`config.mk`:
```
export PLATFORM = sky130hd
export DESIGN_NAME = simon_out_serializer
export DESIGN_NICKNAME = d
export VERILOG_FILES = /design/src/rtl/simon_out_serializer_pkg.sv /design/src/rtl/simon_out_serializer_shifter.sv /design/src/rtl/simon_out_serializer.sv
export SDC_FILE = /design/constraint.sdc
export NUM_CORES = 1
export LEC_CHECK = 0
export CAP_MARGIN = 20
export CORE_UTILIZATION = 46
export DETAILED_ROUTE_END_ITERATION = 6
export PLACE_DENSITY = 0.78
export SYNTH_ARGS = -nofsm -noshare
export SYNTH_HDL_FRONTEND = slang
export SYNTH_SLANG_ARGS = --single-unit
```
`constraint.sdc`:
```
create_clock -name clk -period 1.5 [get_ports clk]
set_clock_uncertainty 0.05 [all_clocks]
set_input_delay 0.3 -clock clk [delete_from_list [all_inputs] [get_ports clk]]
set_output_delay 0.3 -clock clk [all_outputs]
set_load 0.01 [all_outputs]
```
`src/rtl/simon_out_serializer_pkg.sv`:
```
// Shared SIMON definitions: serializer states, info-byte field positions, packet length.
package simon_out_serializer_pkg;

    typedef enum logic [1:0] {
        ST_IDLE = 2'd0,
        ST_ACK  = 2'd1,
        ST_SEND = 2'd2
    } state_t;

    localparam int unsigned INFO_MODE_MSB = 3;
    localparam int unsigned INFO_VALID    = 4;
    localparam int unsigned INFO_KEY      = 5;
    localparam int unsigned INFO_LAST     = 7;

    // Packet = info byte + count byte + four N-bit words.
    function automatic int unsigned simon_bytes(input int unsigned n);
        return 2 + n / 2;
    endfunction

endpackage

```
`src/rtl/simon_out_serializer_shifter.sv`:
```
// Byte shifter: parallel packet load, then shifts left one byte per accepted transfer.
module simon_byte_shifter #(
    parameter int unsigned BYTES = 10
) (
    input  logic               clk,
    input  logic               nR,
    input  logic               load_i,
    input  logic [BYTES*8-1:0] pkt_i,
    input  logic               shift_i,
    output logic [15:0]        head_o
);

    logic [BYTES*8-1:0] sr_q;
    logic [BYTES*8-1:0] sr_d;

    always_comb begin
        sr_d = sr_q;
        if (load_i) begin
            sr_d = pkt_i;
        end else if (shift_i) begin
            sr_d = {sr_q[BYTES*8-9:0], 8'h00};
        end
    end

    always_ff @(posedge clk) begin
        if (!nR) begin
            sr_q <= '0;
        end else begin
            sr_q <= sr_d;
        end
    end

    // Head byte is the one on the wire; the byte behind it is the count while in ACK.
    assign head_o = sr_q[BYTES*8-1 -: 16];

endmodule

```
`src/rtl/simon_out_serializer.sv`:
```
// Acknowledges SIMON output packets, filters/checks them and streams them out bytewise.
// state | meaning
// IDLE  | waiting for doneOUT, captures packet and pulses readOUT
// ACK   | waiting for doneOUT to fall, then checks info/count
// SEND  | presenting bytes on tx_*, info byte first
module simon_out_serializer
    import simon_out_serializer_pkg::*;
#(
    parameter int unsigned N     = 16,
    parameter int unsigned MODE  = 0,
    localparam int unsigned BYTES = simon_bytes(N)
) (
    input  logic               clk,
    input  logic               nR,
    input  logic               doneOUT,
    input  logic [BYTES*8-1:0] pkt_in,
    output logic               readOUT,
    output logic [7:0]         tx_data,
    output logic               tx_valid,
    input  logic               tx_ready,
    output logic               tx_last,
    output logic               busy,
    output logic               seq_err,
    output logic               mode_err,
    output logic [7:0]         drop_cnt
);

    localparam int unsigned CW = $clog2(BYTES);

    state_t        state_q;
    logic          readOUT_q;
    logic          tx_valid_q;
    logic          tx_last_q;
    logic          seq_err_q;
    logic          mode_err_q;
    logic [7:0]    drop_cnt_q;
    logic [7:0]    exp_q;
    logic [CW-1:0] rem_q;

    logic [15:0]   head;
    logic [7:0]    info;
    logic [7:0]    count;
    logic          load;
    logic          shift;

    assign info  = head[15:8];
    assign count = head[7:0];
    assign load  = (state_q == ST_IDLE) && doneOUT;
    assign shift = (state_q == ST_SEND) && tx_ready && (rem_q != '0);

    simon_byte_shifter #(.BYTES(BYTES)) u_shifter (
        .clk     (clk),
        .nR      (nR),
        .load_i  (load),
        .pkt_i   (pkt_in),
        .shift_i (shift),
        .head_o  (head)
    );

    always_ff @(posedge clk) begin
        if (!nR) begin
            state_q    <= ST_IDLE;
            readOUT_q  <= 1'b0;
            tx_valid_q <= 1'b0;
            tx_last_q  <= 1'b0;
            seq_err_q  <= 1'b0;
            mode_err_q <= 1'b0;
            drop_cnt_q <= 8'd0;
            exp_q      <= 8'd0;
            rem_q      <= '0;
        end else begin
            case (state_q)
                ST_IDLE: begin
                    if (doneOUT) begin
                        readOUT_q <= 1'b1;
                        state_q   <= ST_ACK;
                    end
                end
                ST_ACK: begin
                    readOUT_q <= 1'b0;
                    if (!doneOUT) begin
                        if (!info[INFO_VALID]) begin
                            drop_cnt_q <= drop_cnt_q + 8'd1;
                            state_q    <= ST_IDLE;
                        end else begin
                            // Match or resync both leave expected at count+1.
                            if (count != exp_q) begin
                                seq_err_q <= 1'b1;
                            end
                            exp_q <= count + 8'd1;
                            if (info[INFO_MODE_MSB:0] != 4'(MODE)) begin
                                mode_err_q <= 1'b1;
                            end
                            rem_q      <= CW'(BYTES - 1);
                            tx_valid_q <= 1'b1;
                            tx_last_q  <= 1'b0;
                            state_q    <= ST_SEND;
                        end
                    end
                end
                ST_SEND: begin
                    if (tx_ready) begin
                        if (rem_q == '0) begin
                            tx_valid_q <= 1'b0;
                            tx_last_q  <= 1'b0;
                            state_q    <= ST_IDLE;
                        end else begin
                            rem_q     <= rem_q - CW'(1);
                            tx_last_q <= (rem_q == CW'(1));
                        end
                    end
                end
                default: begin
                    state_q <= ST_IDLE;
                end
            endcase
        end
    end

    assign readOUT  = readOUT_q;
    assign tx_data  = head[15:8];
    assign tx_valid = tx_valid_q;
    assign tx_last  = tx_last_q;
    assign busy     = (state_q != ST_IDLE);
    assign seq_err  = seq_err_q;
    assign mode_err = mode_err_q;
    assign drop_cnt = drop_cnt_q;

endmodule

```
## Word level (Yosys, flattened, before mapping)

Index checks and enable logic that the tools add are counted.

| cells by class | value |
|---|---|
| multiply operators | 0 |
| $lt $le $gt $ge | 0 |
| reduce and logical (&&, ||, !) cells | 20 |
| mux-type cells | 25 |
| shift-type cells | 0 |
| equality and inequality tests | 10 |
| add/subtract/negate cells | 3 |
| bitwise gates (word level) | 2 |
| div/mod/pow operators | 0 |

Operator list:

| operator | count |
|---|---|
| $mux W80 | 2 |
| $add A8 B1 Y8 const B | 2 |
| $mux W4 | 4 |
| $reduce_and A4 Y1 | 4 |
| $mux W2 | 5 |
| $reduce_and A5 Y1 | 2 |
| $mux W1 | 9 |
| $ne A2 B2 Y1 const B | 4 |
| $ne A8 B8 Y1 | 1 |
| $pmux W4 S2 | 1 |
| $reduce_bool A2 Y1 | 4 |
| $reduce_bool A4 Y1 | 2 |
| $pmux W1 S2 | 3 |
| $pmux W2 S3 | 1 |
| $reduce_and A3 Y1 | 2 |
| $eq A4 B1 Y1 const B | 1 |
| $logic_not A4 Y1 | 1 |
| $ne A2 B1 Y1 const B | 2 |
| $sub A4 B1 Y4 const B | 1 |
| $logic_and A1 B1 Y1 | 3 |
| $eq A2 B1 Y1 const B | 1 |
| $eq A2 B2 Y1 const B | 1 |
| $logic_not A2 Y1 | 1 |
| $not A1 Y1 | 2 |
| $reduce_and A2 Y1 | 1 |

| word-level totals | value |
|---|---|
| memory bits (read-only) | 0 |
| logic and storage cells | 70 |
| input bits | 84 |
| bits in latches | 0 |
| memories | 0 |
| output and inout bits | 22 |
| register bits | 107 |
| memory bits (writable) | 0 |

## Depth between registers and ports, before layout

| depth | value |
|---|---|
| depth after elaboration | 5 |
| mapped depth | 8 |
| mapped depth without buffers | 6 |

## Hierarchy

Synthesis repeated with hierarchy kept, for this count alone.

| second synthesis, totals | value |
|---|---|
| cells, all modules | 522 |
| area total of the unflattened synthesis | 5,724.2 µm² |

Modules (own cells, without submodules):

| module | area an instance (µm²) | cells an instance | times used | sequential area each (µm²) |
|---|---|---|---|---|
| simon_byte_shifter | 4,366.7 | 371 | 1 | 1,601.5 |
| simon_out_serializer | 1,357.6 | 151 | 1 | 540.5 |

## Least setup slack after synthesis

Ideal clock, no wire load.

| timing path | value |
|---|---|
| path type | reg-to-reg |
| start | register rem_q[0] |
| end | register rem_q[2] |
| path slack | -0.061 ns |
| path buffers | 1 |
| arrival | 1.395 ns |
| clock period less this slack | 1.561 ns |
| data required time | 1.334 ns |
| setup time | 0.116 ns |
| stages on the path, launching flop included | 8 |
| path through | dfxtp_1 -> inv_1 -> ha_1 -> nor3b_1 -> nor2_2 -> buf_4 -> o22ai_1 -> a31o_2 |

| on the way | value |
|---|---|
| cells in the longest elaborated chain, start to end | 4 |
| elaborated cells on any way between the ends | 7 |
| those cells by class | add/sub (1); eq/ne (1); mux (3); reduce/logical (2) |

Ends and longest elaborated chain:

| element | line | text |
|---|---|---|
| from (decl) | simon_out_serializer.sv:38 | `logic [CW-1:0] rem_q;` |
| from (signal assigned) | simon_out_serializer.sv:94 | `rem_q <= CW'(BYTES - 1);` |
| from (signal assigned) | simon_out_serializer.sv:108 | `rem_q <= rem_q - CW'(1);` |
| $sub A4 B1 Y4 | simon_out_serializer.sv:108 |  |
| $mux W4 | simon_out_serializer.sv:103 | `if (rem_q == '0) begin` |
| $mux W4 | simon_out_serializer.sv:102 | `if (tx_ready) begin` |
| $pmux W4 S2 | simon_out_serializer.sv:72 | `case (state_q)` |

Several ways; a longest one is shown, not always the timed one. The select of a mux whose other input is x is not followed.
A chain may end at the register's enable or synchronous reset.

## Worst setup path after layout

| timing path | value |
|---|---|
| start | register rem_q[1] |
| end | register u_shifter.sr_q[27] |

| on the way | value |
|---|---|
| cells in the longest elaborated chain, start to end | 3 |

Ends and longest elaborated chain:

| element | line | text |
|---|---|---|
| $reduce_bool A4 Y1 | simon_out_serializer.sv:49 | `assign shift = (state_q == ST_SEND) && tx_ready && (rem_q != '0);` |
| $logic_and A1 B1 Y1 | simon_out_serializer.sv:49 |  |
| $reduce_bool A2 Y1 (no source line) | n/a |  |
| to (signal assigned) | simon_out_serializer_shifter.sv:29 | `sr_q <= sr_d;` |
| to (decl) | simon_out_serializer_shifter.sv:13 | `logic [BYTES*8-1:0] sr_q;` |

No other way between the ends.

==> impl_results.md <==
* Run status: finished, violations left
* Failing checks: setup timing
* Worst-path maximum fanout at 10
* RD Place Congestion at about 0.84
* Final setup viols at 86
* Worst reg-to-reg path cell count at 7
* Reg-to-Reg Start: rem_q[1]
* Layout cells sized above 1 at roughly 22%
* CP Launch Type: flip-flop
* Initial antenna violation count at 0
* Final Util at 72.60%
* R2R Path End: u_shifter.sr_q[27]
* CTS Buf Count at 9
* Max-slew headroom at approximately 68%
* Total Routing Usage GR at 27.04%
* Via count at 4923
* H-tree depth at 3
* Critical path class: flip-flop to flip-flop
* DRT antenna net count at 0
* Placed Area at 6091 µm²
* Fmax at 585.4 MHz
* Finished Layout Cells at 865
* First-pass GRT wire length at 23360 µm
* Starting Density at about half
* GRT overflow at 0
* Die area at 10760 µm²
* Hold Crit Class: primary input to flip-flop
* Iter 0 DRT Violations at 212
* Vias in the first global route at a little under 5000
* Core area at 9910 µm²
* Average routed wire per standard cell at 17.50 µm
* CP endpoint kind: flip-flop
* Period minus WS final at between 1.5 and 2 ns
* CP cell instances: inv_2 -> ha_4 -> or3b_4 -> nand2_8 -> buf_12 -> nand2_1 -> a31oi_1
* Synth-to-Final Area Change at 51.08%
* VDD IR max at 0.5258 mV
* CTS Root Cell: clkbuf_8
* Worst EP arrival at 1.93 ns
* Syn_nets at 684
* Site Rows at 36
* Placed insts at 816
* Yosys warnings at 0
* CP peak stage delay at 0.42 ns
* Detailed-route DRC error count at 0
* Detailed Route WL at 15130 µm
* Mean area per synthesized cell at 8.003 µm²
* Power Density at roughly 830 nW/µm²
* Final Slew Violations at 0
* Inserted Diodes at 0
* Port buffer count at 105
* Top FF cell, synth: dfxtp_1
* HP Start: nR
* CTS tree: yes
* Worst-Skew Late Latency at 0.37 ns
* Via density at 5.691
* Hold depth at 3
* Boundary Pins at 106
* Reg2Reg Setup Slack at -0.21 ns
* Max-Cap Viols at 0
* Share of flip-flops with an asynchronous set or reset at 0%
* Hold Violations, Final at 0
* Post-layout nets at 816
* Leak at 0.002873 µW
* Setup slack after layout at -0.2081 ns
* Detailed Place HPWL at 8253 µm
* Setup WS pre-CTS at -0.4362 ns
* Post-synth EDFFs at 0
* Fill cell count at 742
* Chip Width at 103.7 µm
* Largest net degree at the start of global routing at 88
* Clk sinks at between 100 and 150
* Final Power at 5986 µW
* CP max stage cell: or3b_4
* Critical path data required time at 1.72 ns
* Clk pin slew, worst setup/hold paths at ~0.10 ns
* Pre-antenna DRT Iters at 5
* FF+latch count, synth at 107
* Sequential fraction of the synthesis area at 44.98%
* RSZ-0062 raised after global routing: true
* Die height at 103.7 µm
* Bufs on Longest Clock Path at 2
* Measured slew at the worst slew-check pin at around 0.5 ns
* Hold EP: u_shifter.sr_q[61]
* Final Cell Area at 7194 µm²
* Final Cycle Share at 113.9%
* Post-Syn Area at 4762 µm²
* Netlist cell types at 42
* Post-CTS Hold Buffers at 0
* Gate Count Post-Synth at 595
placed cells by master (no fill, tap or decap), drive strengths merged, types with 3 or more instances in the layout:
cell type and instances:
nor2 3, a21oi 7, xor2 14, nand3 16, clkdlybuf4s50 81, nor2b 3, inv 4, o21a 3
a21boi 13, and3 4, nand4 4, ha 5, a31oi 72, and2 10, buf 71, dlygate4sd2 22
o21ai 77, nand2 167, xnor2 7, dfxtp 107, clkbuf 15, o211a 3
layout make-up:
cell class              instances  area (µm²)  area share (%)
inverters                       4       15.01          0.2087
clock buffers                  12       135.1           1.878
clock inverters                 4       75.07           1.043
flip-flops and latches        107        2153           29.93
well taps                     133       166.4           2.313
repair buffers                178        2051           28.50
multi-input cells             427        2599           36.12
per-stage QoR:
stage | setup TNS [ns] | hold WS, ns
floorplan | 0 | 0.3849
global placement | -31.91 | 0.4053
detailed placement | -36.05 | 0.4042
CTS | -10.19 | 0.3607
global route | -18.17 | 0.3993
finish | -11.37 | 0.3723
kinds of logic (layout without fill, tap and decap cells):
| group | Yosys count | count (layout) | synth area share, % |
|---|---|---|---|
| DFF | 107 | 107 | 44.98 |
| muxes | 1 | 1 | 0.2102 |
| and+or+nand+nor | 220 | 221 | 20.52 |
| xor gates and xnor gates | 21 | 21 | 3.862 |
| adders and majority gates | 5 | 5 | 1.314 |
| AOI/OAI and AO/OA | 179 | 179 | 22.12 |
| buffers and inverters | 62 | 198 | 6.989 |
critical path: cells and delay by family, from the launching register on:
family,cells,cell delay (ns)
buffers and inverters,2,0.22
AO/OA/AOI/OAI,1,0.20
flip-flops,1,0.34
AND/OR/NAND/NOR,3,0.66
adder cells (fa/ha/maj),1,0.13
flip-flops by register name (all words and copies together) (netlist names):
signal / flops
exp_q: 8
readOUT: 1
tx_valid: 1
state_q: 2
u_shifter.sr_q: 80
seq_err: 1
drop_cnt: 8
mode_err: 1
tx_last: 1
rem_q: 4
routing by layer:
layer	global-route usage, %	up-vias	routed length (µm)
li1	-	2327	-
met1	30.35	2321	5825
met2	48.08	224	7855
met3	5.790	51	885
met4	13.88	0	567
met5	0	-	0
cells in the mapped netlist, drive strengths merged, types with 3 or more instances:
| library cell | count | area [µm²] |
|---|---|---|
| nor2b | 3 | 21.27 |
| inv | 4 | 15.01 |
| ha | 5 | 62.56 |
| xor2 | 14 | 122.6 |
| a21boi | 13 | 97.60 |
| nand2 | 166 | 633.1 |
| xnor2 | 7 | 61.31 |
| o21ai | 77 | 385.4 |
| nand4 | 4 | 25.02 |
| a21oi | 7 | 35.03 |
| dfxtp | 107 | 2142 |
| and2 | 10 | 62.56 |
| buf | 28 | 205.2 |
| o211a | 3 | 30.03 |
| and3 | 4 | 25.02 |
| nor2 | 3 | 13.77 |
| a31oi | 72 | 450.4 |
| clkbuf | 30 | 112.6 |
| o21a | 3 | 22.52 |
| nand3 | 16 | 80.08 |
worst max-delay path by stage:
stage	start	end	slack, ns
after global routing	rem_q[1]	rem_q[2]	-0.26
final	rem_q[1]	u_shifter.sr_q[27]	-0.21
after global placement	doneOUT	u_shifter.sr_q[0]	-0.36
after detailed placement	doneOUT	u_shifter.sr_q[4]	-0.44
after floorplan	rem_q[1]	rem_q[1]	0.003
after CTS	state_q[1]	busy	-0.18
timing repair:
item	CTS	global route
endpoints found under the setup margin	114	101
setup buffers	14	6
pin swaps	52	66
resized for setup	100	40
gates cloned	15	3
where the power goes:
part | internal [µW] | switching [µW] | total (µW)
clock network | 944 | 975 | 1920
logic | 483 | 404 | 886
registers | 3030 | 154 | 3180
Power figures use the tool's default switching activity.
